$ cat config.mk
export PLATFORM = sky130hd
export DESIGN_NAME = mem_sim_latency
export DESIGN_NICKNAME = d
export VERILOG_FILES = /design/src/rtl/mem_sim_pkg.sv /design/src/rtl/mem_sim_array.sv /design/src/rtl/mem_sim_latency.sv
export SDC_FILE = /design/constraint.sdc
export NUM_CORES = 1
export LEC_CHECK = 0
export ABC_AREA = 0
export ABC_CLOCK_PERIOD_IN_PS = 2370
export CORE_UTILIZATION = 25
export CTS_BUF_LIST = sky130_fd_sc_hd__clkbuf_4
export DETAILED_ROUTE_END_ITERATION = 12
export PLACE_DENSITY_LB_ADDON = 0.12
export SLEW_MARGIN = 20
export SYNTH_ARGS = -nofsm -noshare
export SYNTH_HDL_FRONTEND = slang
export SYNTH_SLANG_ARGS = --single-unit
$ cat constraint.sdc
create_clock -name clk -period 2.37 [get_ports clk]
set_input_delay 0.711 -clock clk [delete_from_list [all_inputs] [get_ports clk]]
set_output_delay 0.711 -clock clk [all_outputs]
set_load 0.005 [all_outputs]
$ cat src/rtl/mem_sim_pkg.sv
// Shared definitions for the latency-modelling memory: FSM encoding and counter width.
package mem_sim_pkg;

  localparam int CNT_W = 4;

  typedef enum logic [1:0] {
    ST_CLEAR = 2'd0,
    ST_IDLE  = 2'd1,
    ST_WAIT  = 2'd2
  } state_t;

endpackage

$ cat src/rtl/mem_sim_array.sv
// Storage array: one synchronous write port, one asynchronous read port, no reset.
module mem_sim_array #(
  parameter int logsize = 4,
  parameter int width   = 8
) (
  input  logic               clk,
  input  logic               we,
  input  logic [logsize-1:0] waddr,
  input  logic [width-1:0]   wdata,
  input  logic [logsize-1:0] raddr,
  output logic [width-1:0]   rdata
);

  logic [width-1:0] mem_q [2**logsize];

  always_ff @(posedge clk) begin
    if (we) mem_q[waddr] <= wdata;
  end

  assign rdata = mem_q[raddr];

endmodule

$ cat src/rtl/mem_sim_latency.sv
// Memory model with a fixed access latency and a power-up clear sweep.
// Handshake: a request is taken on a rising edge with doit=1 and busy=0; doit while busy=1 is dropped.
module mem_sim_latency
  import mem_sim_pkg::*;
#(
  parameter int               logsize     = 4,
  parameter int               width       = 8,
  parameter int               latency     = 3,
  parameter logic [width-1:0] clear_value = '0
) (
  input  logic               clk,
  input  logic               init,
  input  logic [logsize-1:0] addr,
  input  logic [width-1:0]   wdata,
  input  logic               wselect,
  input  logic               doit,
  output logic               busy,
  output logic               rvalid,
  output logic [width-1:0]   rdata,
  output logic [1:0]         dbg_state
);

  localparam logic [logsize-1:0] PTR_MAX = '1;
  localparam logic [CNT_W-1:0]   LAT_M1  = CNT_W'(latency - 1);

  state_t             state_q, state_d;
  logic [logsize-1:0] ptr_q, ptr_d;
  logic [CNT_W-1:0]   cnt_q, cnt_d;
  logic [logsize-1:0] cap_addr_q, cap_addr_d;
  logic [width-1:0]   cap_wdata_q, cap_wdata_d;
  logic               cap_wsel_q, cap_wsel_d;
  logic [width-1:0]   rdata_q, rdata_d;
  logic               rvalid_q, rvalid_d;

  logic               mem_we;
  logic [logsize-1:0] mem_waddr;
  logic [width-1:0]   mem_wdata;
  logic [width-1:0]   mem_rdata;

  mem_sim_array #(
    .logsize (logsize),
    .width   (width)
  ) u_array (
    .clk   (clk),
    .we    (mem_we),
    .waddr (mem_waddr),
    .wdata (mem_wdata),
    .raddr (cap_addr_q),
    .rdata (mem_rdata)
  );

  always_comb begin
    state_d     = state_q;
    ptr_d       = ptr_q;
    cnt_d       = cnt_q;
    cap_addr_d  = cap_addr_q;
    cap_wdata_d = cap_wdata_q;
    cap_wsel_d  = cap_wsel_q;
    rdata_d     = rdata_q;
    rvalid_d    = 1'b0;
    mem_we      = 1'b0;
    mem_waddr   = cap_addr_q;
    mem_wdata   = cap_wdata_q;
    busy        = 1'b1;

    case (state_q)
      ST_CLEAR: begin
        mem_we    = 1'b1;
        mem_waddr = ptr_q;
        mem_wdata = clear_value;
        ptr_d     = ptr_q + 1'b1;
        if (ptr_q == PTR_MAX) state_d = ST_IDLE;
      end
      ST_IDLE: begin
        busy = 1'b0;
      end
      ST_WAIT: begin
        if (cnt_q != '0) begin
          cnt_d = cnt_q - 1'b1;
        end else begin
          // Completion cycle: finish the pending op and reopen for a new request.
          busy    = 1'b0;
          state_d = ST_IDLE;
          if (cap_wsel_q) begin
            mem_we = 1'b1;
          end else begin
            rdata_d  = mem_rdata;
            rvalid_d = 1'b1;
          end
        end
      end
      default: state_d = ST_CLEAR;
    endcase

    if (doit && !busy) begin
      state_d     = ST_WAIT;
      cnt_d       = LAT_M1;
      cap_addr_d  = addr;
      cap_wdata_d = wdata;
      cap_wsel_d  = wselect;
    end
  end

  always_ff @(posedge clk or posedge init) begin
    if (init) begin
      state_q     <= ST_CLEAR;
      ptr_q       <= '0;
      cnt_q       <= '0;
      cap_addr_q  <= '0;
      cap_wdata_q <= '0;
      cap_wsel_q  <= 1'b0;
      rdata_q     <= '0;
      rvalid_q    <= 1'b0;
    end else begin
      state_q     <= state_d;
      ptr_q       <= ptr_d;
      cnt_q       <= cnt_d;
      cap_addr_q  <= cap_addr_d;
      cap_wdata_q <= cap_wdata_d;
      cap_wsel_q  <= cap_wsel_d;
      rdata_q     <= rdata_d;
      rvalid_q    <= rvalid_d;
    end
  end

  assign rvalid    = rvalid_q;
  assign rdata     = rdata_q;
  assign dbg_state = state_q;

endmodule

==> Implementation_results.wiki <==
{| class="wikitable"
! Metric !! Value
|-
| Status || complete, but fails checks
|-
| Failing checks || setup timing
|-
| Clock buffers created by TritonCTS || 17
|-
| Final min period || between 2 and 3 ns
|-
| Post-synthesis share of cell area spent on and, or, nand and nor gates || 0.0626
|-
| Count of mapped cells out of synthesis || approximately 360
|-
| Primary FF master, synth || sky130_fd_sc_hd__edfxtp_1
|-
| Cell Pwr Density || 1290 mW/mm^2
|-
| RSZ-0062 raised after global routing || yes
|-
| Crit path required time || approximately 1.7 ns
|-
| Achievable Freq || 384 MHz
|-
| Remaining global-route overflow || 0
|-
| Number of buffers and inverters on the critical path || 2
|-
| Post-Syn Area || 0.00647 mm^2
|-
| Slowest CP cell || sky130_fd_sc_hd__dfrtp_1
|-
| Class of the most critical hold timing path || reg -> reg
|-
| Clk buf depth || 2
|-
| Post-route design area || 0.00771 mm^2
|-
| Area growth from synthesis to layout || 19.2%
|-
| Proportion of synthesized area in mux cells || 0.160
|-
| Most common cell after layout, fill and taps aside || sky130_fd_sc_hd__edfxtp_1
|-
| Unique cell type count in the Yosys netlist || 37
|-
| Synthesized-area fraction occupied by xor and xnor cells || 0.00812
|-
| Number of nets produced by synthesis || 373
|-
| FF-to-FF setup slack || 0.10 ns
|-
| Via count of the first global-routing pass || 3,636
|-
| Launching element type of the critical path || register
|-
| Fin nets || 441
|-
| TritonCTS clock tree || done
|-
| Maximum vdd ir drop || between 0.0004 and 0.0005 V
|-
| Endpoints failing hold || 0
|-
| RePlAce Congestion || between 0.7 and 0.8
|-
| Leakage power of the design || 0.00273 uW
|-
| Root buffer cell || sky130_fd_sc_hd__clkbuf_4
|-
| Clock sink count || 160
|-
| Drt first pass iters || 4
|-
| Routed wire length per instance || 19.3 um
|-
| Number of antenna violations at the first check in global routing || 1
|-
| Total number of H-tree levels || 4
|-
| Port Buf Inserts || 27
|-
| Crit-path leading delay family || flip-flops
|-
| Initial Util || 0.256
|-
| Worst-path maximum fanout || 2
|-
| Max-cap check violation count || 0
|-
| Clock skew || about 0.024 ns
|-
| Async set-reset flop share out of synthesis || 0.200
|-
| Type of element capturing the critical path || output port
|-
| Setup crit start || cnt_q[1]$_DFFE_PP0P_
|-
| Relative slew slack || 0.533
|-
| Setup ws final || -0.232 ns
|-
| Pins Over Slew Limit || 0
|-
| Global-route usage over all layers || 0.122
|-
| Count of unresolved DRC violations after routing || 0
|-
| Period Utilization, post-route || 1.10
|-
| Number of synthesized register bits || 160
|-
| Initial detailed-routing violation count || between 200 and 250
|-
| Clock-pin slew of the registers on the worst-case setup and hold paths || 0.14 ns
|-
| Setup-violating endpoint count in the final report || 1
|-
| Kind of critical path || reg -> out
|-
| Source of the worst register-to-register timing path || cnt_q[1]$_DFFE_PP0P_
|-
| Peak per-stage delay on the critical path || 0.41 ns
|-
| Hold Buf Count CTS || 0
|-
| Vert. Die Dim || 163 um
|-
| Proportion of synthesized chip area in sequential cells || 0.718
|-
| Worst endpoint data arrival time || around 1.9 ns
|-
| Overall routed net length || 14,800 um
|-
| Standard-cell rows || 58
|-
| Leading cell types in the layout, fill and taps excluded || 128 x sky130_fd_sc_hd__edfxtp_1, 39 x sky130_fd_sc_hd__buf_4, 32 x sky130_fd_sc_hd__mux4_2
|-
| Routed vias/inst || 4.37
|-
| Clock latency on the worst-skew pair || 0.55 ns
|-
| Number of top-level pins || 28
|-
| Post-layout util || 0.305
|-
| Synth Area in Adders || 0.00387
|-
| Post-synthesis compound-gate area fraction || 0.0244
|-
| Post-DP HPWL || 9970 um
|-
| Overall die width || roughly 160 um
|-
| Combinational family with the most area after synthesis || multiplexers
|-
| Synthesized area per cell || roughly 18 um^2
|-
| Fraction of layout cells with a size suffix above 1 || 0.300
|-
| Actual transition at the worst max-transition pin || 0.701 ns
|-
| Standard cell area after detailed placement || 0.00735 mm^2
|-
| Total number of yosys warnings || 0
|-
| Largest net degree at the start of global routing || 33
|-
| Cells along the critical path || inv_1, ha_2, or3b_4, o21a_1, buf_2
|-
| Core area || ~0.025 mm^2
|-
| Vias post-DR || 3,364
|-
| Die Outline Area || roughly 0.027 mm^2
|-
| ANT nets after route || 0
|-
| Number of enable flip-flop cells after synthesis || 128
|-
| First-pass GRT wire length || approximately 23,000 um
|-
| Startpoint of the tightest hold check path || rdata[7]$_DFFE_PP0P_
|}
==> flip-flops by register name, indices dropped and copies added (netlist names) <==
register,flops
u_array.mem_q,128
cap_addr_q,4
rdata,8
rvalid,1
cnt_q,4
ptr_q,4
cap_wsel_q,1
cap_wdata_q,8
dbg_state,2
==> final timing paths <==
kind	to	cells after the start
max in group asynchronous	cap_addr_q[1]$_DFFE_PP0P_	3
min	rdata[7]$_DFFE_PP0P_	1
min reg2reg	rdata[7]$_DFFE_PP0P_	1
max	busy	5
min in group asynchronous	cnt_q[2]$_DFFE_PP0P_	3
max reg2reg	rdata[4]$_DFFE_PP0P_	8
==> metrics by stage <==
stage               setup WS [ns]  hold slack (ns)  instances   TNS (ns)  total power [uW]
floorplan                   0.212            0.470        355          0              6700
global placement        -0.000331            0.474        733  -0.000331              8360
detailed placement        -0.0625            0.479        733     -0.494              8340
CTS                        -0.288            0.512        766     -0.288             10100
global route               -0.351            0.537        769     -0.351             10600
finish                     -0.232            0.505        769     -0.232              9970
==> power by group <==
| group | internal, uW | switching [uW] |
|---|---|---|
| logic | 1790 | 2050 |
| registers | 4100 | 335 |
| clock network | 740 | 960 |
| total | 6630 | 3350 |
==> cell usage after synthesis (all sizes together) (4+ instances only) <==
master  count  area share
a211o       7      0.0095
a31oi       5      0.0048
and2       11       0.011
buf        14       0.016
clkbuf      6      0.0035
dfrtp      32        0.12
edfxtp    128        0.59
inv         6      0.0035
mux2       13       0.026
mux2i      15       0.023
mux4       32        0.11
nand2       9      0.0052
nand2b      4      0.0050
nor2       19       0.011
nor3       20       0.015
nor3b       5      0.0058
o21ai       5      0.0039
xnor2       6      0.0081
==> cell type report <==
type / count / area (um^2)
fill: 2472 / 17500
tap: 330 / 413
timing repair buffer: 69 / 606
clock inverter: 14 / 164
inverter: 7 / 26.3
sequential: 160 / 4650
antenna: 3 / 7.51
clock buffer: 18 / 135
multi-input combinational: 168 / 1720
==> kinds of logic (layout without fill, tap and decap cells) <==
logic type	count (synthesis)	count (layout)
fa+ha+maj	2	2
flops	160	160
simple gates	77	77
xor+xnor	6	6
buf+inv	27	108
other cells	0	3
compound gates	23	23
mux	60	60
==> routing by layer <==
metal | part of all wire | vias up | routed length [um] | GRT usage
li1 | - | 1531 | - | -
met1 | 0.48 | 1768 | 7060 | 0.159
met2 | 0.49 | 53 | 7250 | 0.199
met3 | 0.025 | 12 | 368 | 0.0255
met4 | 0.011 | 0 | 170 | 0.0433
met5 | 0 | - | 0 | 0
==> what timing repair did <==
item,4_1_cts,5_1_grt
gates resized for setup,11,12
cloned,0,0
setup endpoints to repair,18,74
pin swaps,2,0
setup buffers,1,0
(Power assumes the default switching activity.)
==> patch 1: new RTL, same settings <==
The package constant `CNT_W` goes from 4 to 3.
--- a/src/rtl/mem_sim_pkg.sv
+++ b/src/rtl/mem_sim_pkg.sv
@@ -1,7 +1,7 @@
 // Shared definitions for the latency-modelling memory: FSM encoding and counter width.
 package mem_sim_pkg;
 
-  localparam int CNT_W = 4;
+  localparam int CNT_W = 3;
 
   typedef enum logic [1:0] {
     ST_CLEAR = 2'd0,
Function: no difference found for any inputs over 10 cycles, from zero or initial values; that may be too few to reach the edited logic, so the function may still have changed.
==> patch 1 against the unedited design <==
The flow still finishes with violations (setup timing); sequential share of layout area rose by 1.3 points; wire length fell by 5.4%; synthesized area fell by 1.3%; final cell count fell by 2.5%; worst setup slack improved by 0.22 ns; sequential power fell by 3%; largest power group unchanged; synthesized cell count fell by 3.1%; count of clock-buffer cells in the layout did not move; first-iteration DRC count fell by 44%; final area fell by 2.6%; power fell by 8.9%; sequential cell count fell by 1; critical path type unchanged; clock power fell by 16%.
==> patch 1: results (changes against the unedited design) <==
stage;metric;value;unit;change
yosys;synth top area cells;edfxtp_1 (60%), dfrtp_1 (12%), mux4_2 (6.3%), mux4_1 (5.8%), mux2_2 (3.2%);;was edfxtp_1 (59%), dfrtp_1 (12%), mux4_2 (11%), mux2i_1 (2.3%), nor3_1 (1.5%)
grt;first-pass GRT wire length;21500;um;was 22900 um
power;Reg power frac;47.5;%;was 44.5%
grt;Global Route Usage Sum;11.5;%;was 12.2%
power;leakage;2.59;nW;was 2.73 nW
drt;Detailed Route Iter0 Violations;136;;was 244
place;total placed cells including tap cells;711;;was 733
power;Comb pwr share;36.7;%;was 38.5%
place;Post-DP HPWL;9220;um;was 9970 um
timing;final worst slack;-0.0146;ns;was -0.232 ns
timing;Clock Skew;0.0250;ns;was 0.0241 ns
timing;final setup TNS;-0.0146;ns;was -0.232 ns
yosys;Syn. warnings;0;;unchanged
yosys;syn_nets;363;;was 373
power;sw frac;34.1;%;was 33.5%
yosys;sequential area share after synthesis;72.3;%;was 71.8%
final_layout;Final nets;425;;was 441
power;VDD IR max;0.585;mV;was 0.406 mV
yosys;asr flop ratio synth;19.5;%;was 20.0%
drt;Via density;4.28;;was 4.37
place;Post-DP Area;7210;sq um;was 7350 sq um
yosys;mean area per synthesized cell;18.6;sq um;was 18.2 sq um
outcome;status;finished with violations;;unchanged
outcome;failing checks;setup timing;;unchanged
worst_setup_path;Critical Path AT;1.67;ns;was 1.89 ns
drt;WL per Instance;18.7;um;was 19.3 um
place;routability cong.;0.687;;was 0.762
yosys;number of unique standard cell types used by synthesis;36;;was 37
yosys;most frequent cells after synthesis;edfxtp_1 (128), dfrtp_1 (31), nor2_1 (19);;was edfxtp_1 (128), dfrtp_1 (32), mux4_2 (32)
timing;worst rel slew slack;57.9;%;was 53.3%
clock_network;CTS Buffer Depth;2;;unchanged
grt;largest net degree at the start of global routing;37;;was 33
drt;Total Wirelength;14000;um;was 14800 um
worst_setup_path;R2R Setup Slk;0.26;ns;was 0.10 ns
clock_network;clock latency at the later pin of the worst-skew pair;0.55;ns;about the same
grt;number of global-route vias before repair;3452;;was 3636
min_path;Worst Min Path Start;cap_wdata_q[2];;was rdata[7]
timing;Final Setup Violations;1;;unchanged
[patch 1: cell types whose count changed after synthesis, moves of 5 or more]
cell and change:
a211o_1 -7, a22oi_1 +7, mux2_2 +10, mux2_4 -5, mux2i_1 -7, mux4_1 +14, mux4_2 -14, nand2_1 +8
nor3_1 -14
[patch 1: layer usage]
layer  up-vias  part of all wire (%)  GRT usage [%]
met2        46                    50           19.2
met5         -                     0              0
met3         8                   3.5           2.43
met4         0                   1.1           4.12
met1      1667                    45           14.8
li1       1490                     -              -
[patch 1: kinds of logic after synthesis]
group	share of synthesized area (%)
and+or+nand+nor	5.09
xor gates and xnor gates	0.411
buffers and inverters	1.98
adders and majority gates	0.588
AOI/OAI and AO/OA	3.09
muxes	16.5
DFF	72.3
[patch 1: worst paths after layout]
check,end,cells after the start
min reg2reg,cap_wdata_q[2],1
max in group asynchronous,dbg_state[0],3
max,busy,6
max reg2reg,u_array.mem_q[9][6],10
min,cap_wdata_q[2],1
min in group asynchronous,cap_wdata_q[0],3
[patch 1: timing repair]
| item | in CTS | in global routing |
|---|---|---|
| cloned | 0 | 0 |
| endpoints found under the setup margin | 3 | 2 |
| gates resized for setup | 9 | 0 |
| setup buffers | 2 | 4 |
[patch 1: area by class of cell]
class	instances	area, sq um
fillers	2555	17600
inverters	9	33.8
clock inverters	14	109
diodes	1	2.50
multi-input cells	159	1660
flip-flops and latches	159	4620
clock buffers	18	135
well taps	330	413
repair buffers	60	538
[patch 1: metrics by stage]
step                      hold WS [ns]  total power, mW  setup WS [ns]
after detailed placement         0.466             7.77          0.192
after floorplan                  0.451             6.44          0.299
final                            0.512             9.08        -0.0146
after global placement           0.465             7.72          0.187
after global routing             0.525             9.70         -0.142
after CTS                        0.488             9.26        -0.0846
==> patch 2: new RTL, same flow settings <==
Made on the original files. Register the input `wdata` before use, with the module's reset. The logic sees it one clock later. The other inputs are not delayed to match.
--- a/src/rtl/mem_sim_latency.sv
+++ b/src/rtl/mem_sim_latency.sv
@@ -22,6 +22,16 @@
 
   localparam logic [logsize-1:0] PTR_MAX = '1;
   localparam logic [CNT_W-1:0]   LAT_M1  = CNT_W'(latency - 1);
+
+  logic [width-1:0] wdata_q;
+
+  always_ff @(posedge clk or posedge init) begin
+    if (init) begin
+      wdata_q <= '0;
+    end else begin
+      wdata_q <= wdata;
+    end
+  end
 
   state_t             state_q, state_d;
   logic [logsize-1:0] ptr_q, ptr_d;
@@ -96,7 +106,7 @@
       state_d     = ST_WAIT;
       cnt_d       = LAT_M1;
       cap_addr_d  = addr;
-      cap_wdata_d = wdata;
+      cap_wdata_d = wdata_q;
       cap_wsel_d  = wselect;
     end
   end
Behaviour: no difference found for any inputs over 10 cycles, from zero or initial values; that may be too few to reach the edited logic, so the function may still have changed.
==> patch 2 against the unedited design <==
The flow finishes with violations (DRC, setup timing); non-clock buffer count decreased by 8; sequential share of layout area up 1.1 points; synthesized area grew 3.6%; die area increased by 3.6%; wire length increased by 7.3%; final area grew 2.5%; critical path type unchanged; sequential cell count increased by 8; combinational power down 9.1%; hold slack worse by 0.047 ns; highest routed layer unchanged; first-iteration DRC count decreased by 6.1%; power is 2.2% lower; worst setup slack improved by 0.21 ns; final cell count increased by 1.6%.
==> patch 2: results (changes against the unedited design) <==
stage;metric;value;unit;change
outcome;status;finished with violations;;unchanged
outcome;failing checks;DRC, setup timing;;was setup timing
worst_setup_path;Critical Path AT;1.68;ns;was 1.89 ns
yosys;syn_nets;387;;was 373
drt;metal2 WL;7720;um;was 7250 um
place;routability cong.;0.760;;was 0.762
drt;number of remaining DRC errors;3;;was 0
timing;Final Setup Violations;1;;unchanged
worst_setup_path;Reg2Reg Depth;7;;was 8
yosys;synth top area cells;edfxtp_1 (57%), dfrtp_1 (15%), mux4_2 (6.4%), mux4_1 (5.1%), mux2_2 (1.5%);;was edfxtp_1 (59%), dfrtp_1 (12%), mux4_2 (11%), mux2i_1 (2.3%), nor3_1 (1.5%)
place;Post-DP Area;7550;sq um;was 7350 sq um
place;total placed cells including tap cells;742;;was 733
timing;final worst slack;-0.0213;ns;was -0.232 ns
drt;DR WL met3;413;um;was 368 um
grt;first-pass GRT wire length;24000;um;was 22900 um
yosys;sequential area share after synthesis;72.2;%;was 71.8%
yosys;asr flop ratio synth;23.8;%;was 20.0%
timing;Clock Skew;0.0172;ns;was 0.0241 ns
final_layout;Final nets;450;;was 441
yosys;most frequent cells after synthesis;edfxtp_1 (128), dfrtp_1 (40), mux4_2 (19), nor2_1 (19), inv_1 (14);;was edfxtp_1 (128), dfrtp_1 (32), mux4_2 (32)
grt;largest net degree at the start of global routing;24;;was 33
place;pre-CTS setup slack;0.126;ns;was -0.0625 ns
timing;final setup TNS;-0.0213;ns;was -0.232 ns
drt;first drt pass iteration count;10;;was 4
grt;number of global-route vias before repair;3690;;was 3636
final_layout;layout cells sized above 1;22.5;%;was 30.0%
drt;M1 wire length;7560;um;was 7060 um
final_layout;FILL cells;2553;;was 2472
drt;Detailed Route Iter0 Violations;229;;was 244
worst_setup_path;R2R Path End;rdata[5];;was rdata[4]
patch 2: cell types whose count changed after synthesis, sizes merged, moves of 2 or more:
| cell | delta |
|---|---|
| a21o | +2 |
| buf | -3 |
| dfrtp | +8 |
| inv | +8 |
| mux2i | -8 |
| nand2 | +3 |
| nand2b | -2 |
| nor2b | +9 |
| nor3 | -16 |
| o22ai | +5 |
| xnor2 | -2 |
patch 2: worst min path at each step:
stage | to | slack [ns] | cells after the start
after floorplan | cap_wdata_q[2] | 0.43 | 1
after global placement | cap_wdata_q[2] | 0.44 | 1
after detailed placement | cap_wdata_q[6] | 0.44 | 1
after CTS | wdata_q[6] | 0.42 | 2
after global routing | wdata_q[1] | 0.44 | 2
final | wdata_q[6] | 0.46 | 2
patch 2: cell type report:
cell class | count | area [sq um] | share of cell area, %
repair buffers | 61 | 577 | 7.29
flip-flops and latches | 168 | 4850 | 61.3
diodes | 1 | 2.50 | 0.0316
inverters | 15 | 56.3 | 0.712
clock buffers | 19 | 143 | 1.80
clock inverters | 13 | 154 | 1.95
well taps | 335 | 419 | 5.30
multi-input cells | 169 | 1710 | 21.6
patch 2: what timing repair did:
action,CTS,global route
setup buffers,6,0
pin swaps,2,1
resized for setup,7,5
setup endpoints to repair,1,26
patch 2: logic make-up after synthesis:
kind of cell | share of synthesized area (%)
flops | 72.2
fa+ha+maj | 0.373
simple gates | 6.19
compound gates | 3.60
xor+xnor | 0.522
buf+inv | 2.37
mux | 14.7
patch 2: where the power goes:
group	leakage (nW)	switching, mW	internal (mW)
Sequential	1.67	0.342	4.18
Combinational	1.02	1.95	1.55
Clock	0.158	0.994	0.749
patch 2: metal layers:
metal / up-vias / track usage [%]
li1: 1571 / -
met1: 1868 / 16.3
met2: 50 / 19.8
met3: 13 / 2.72
met4: 0 / 4.02
met5: - / 0
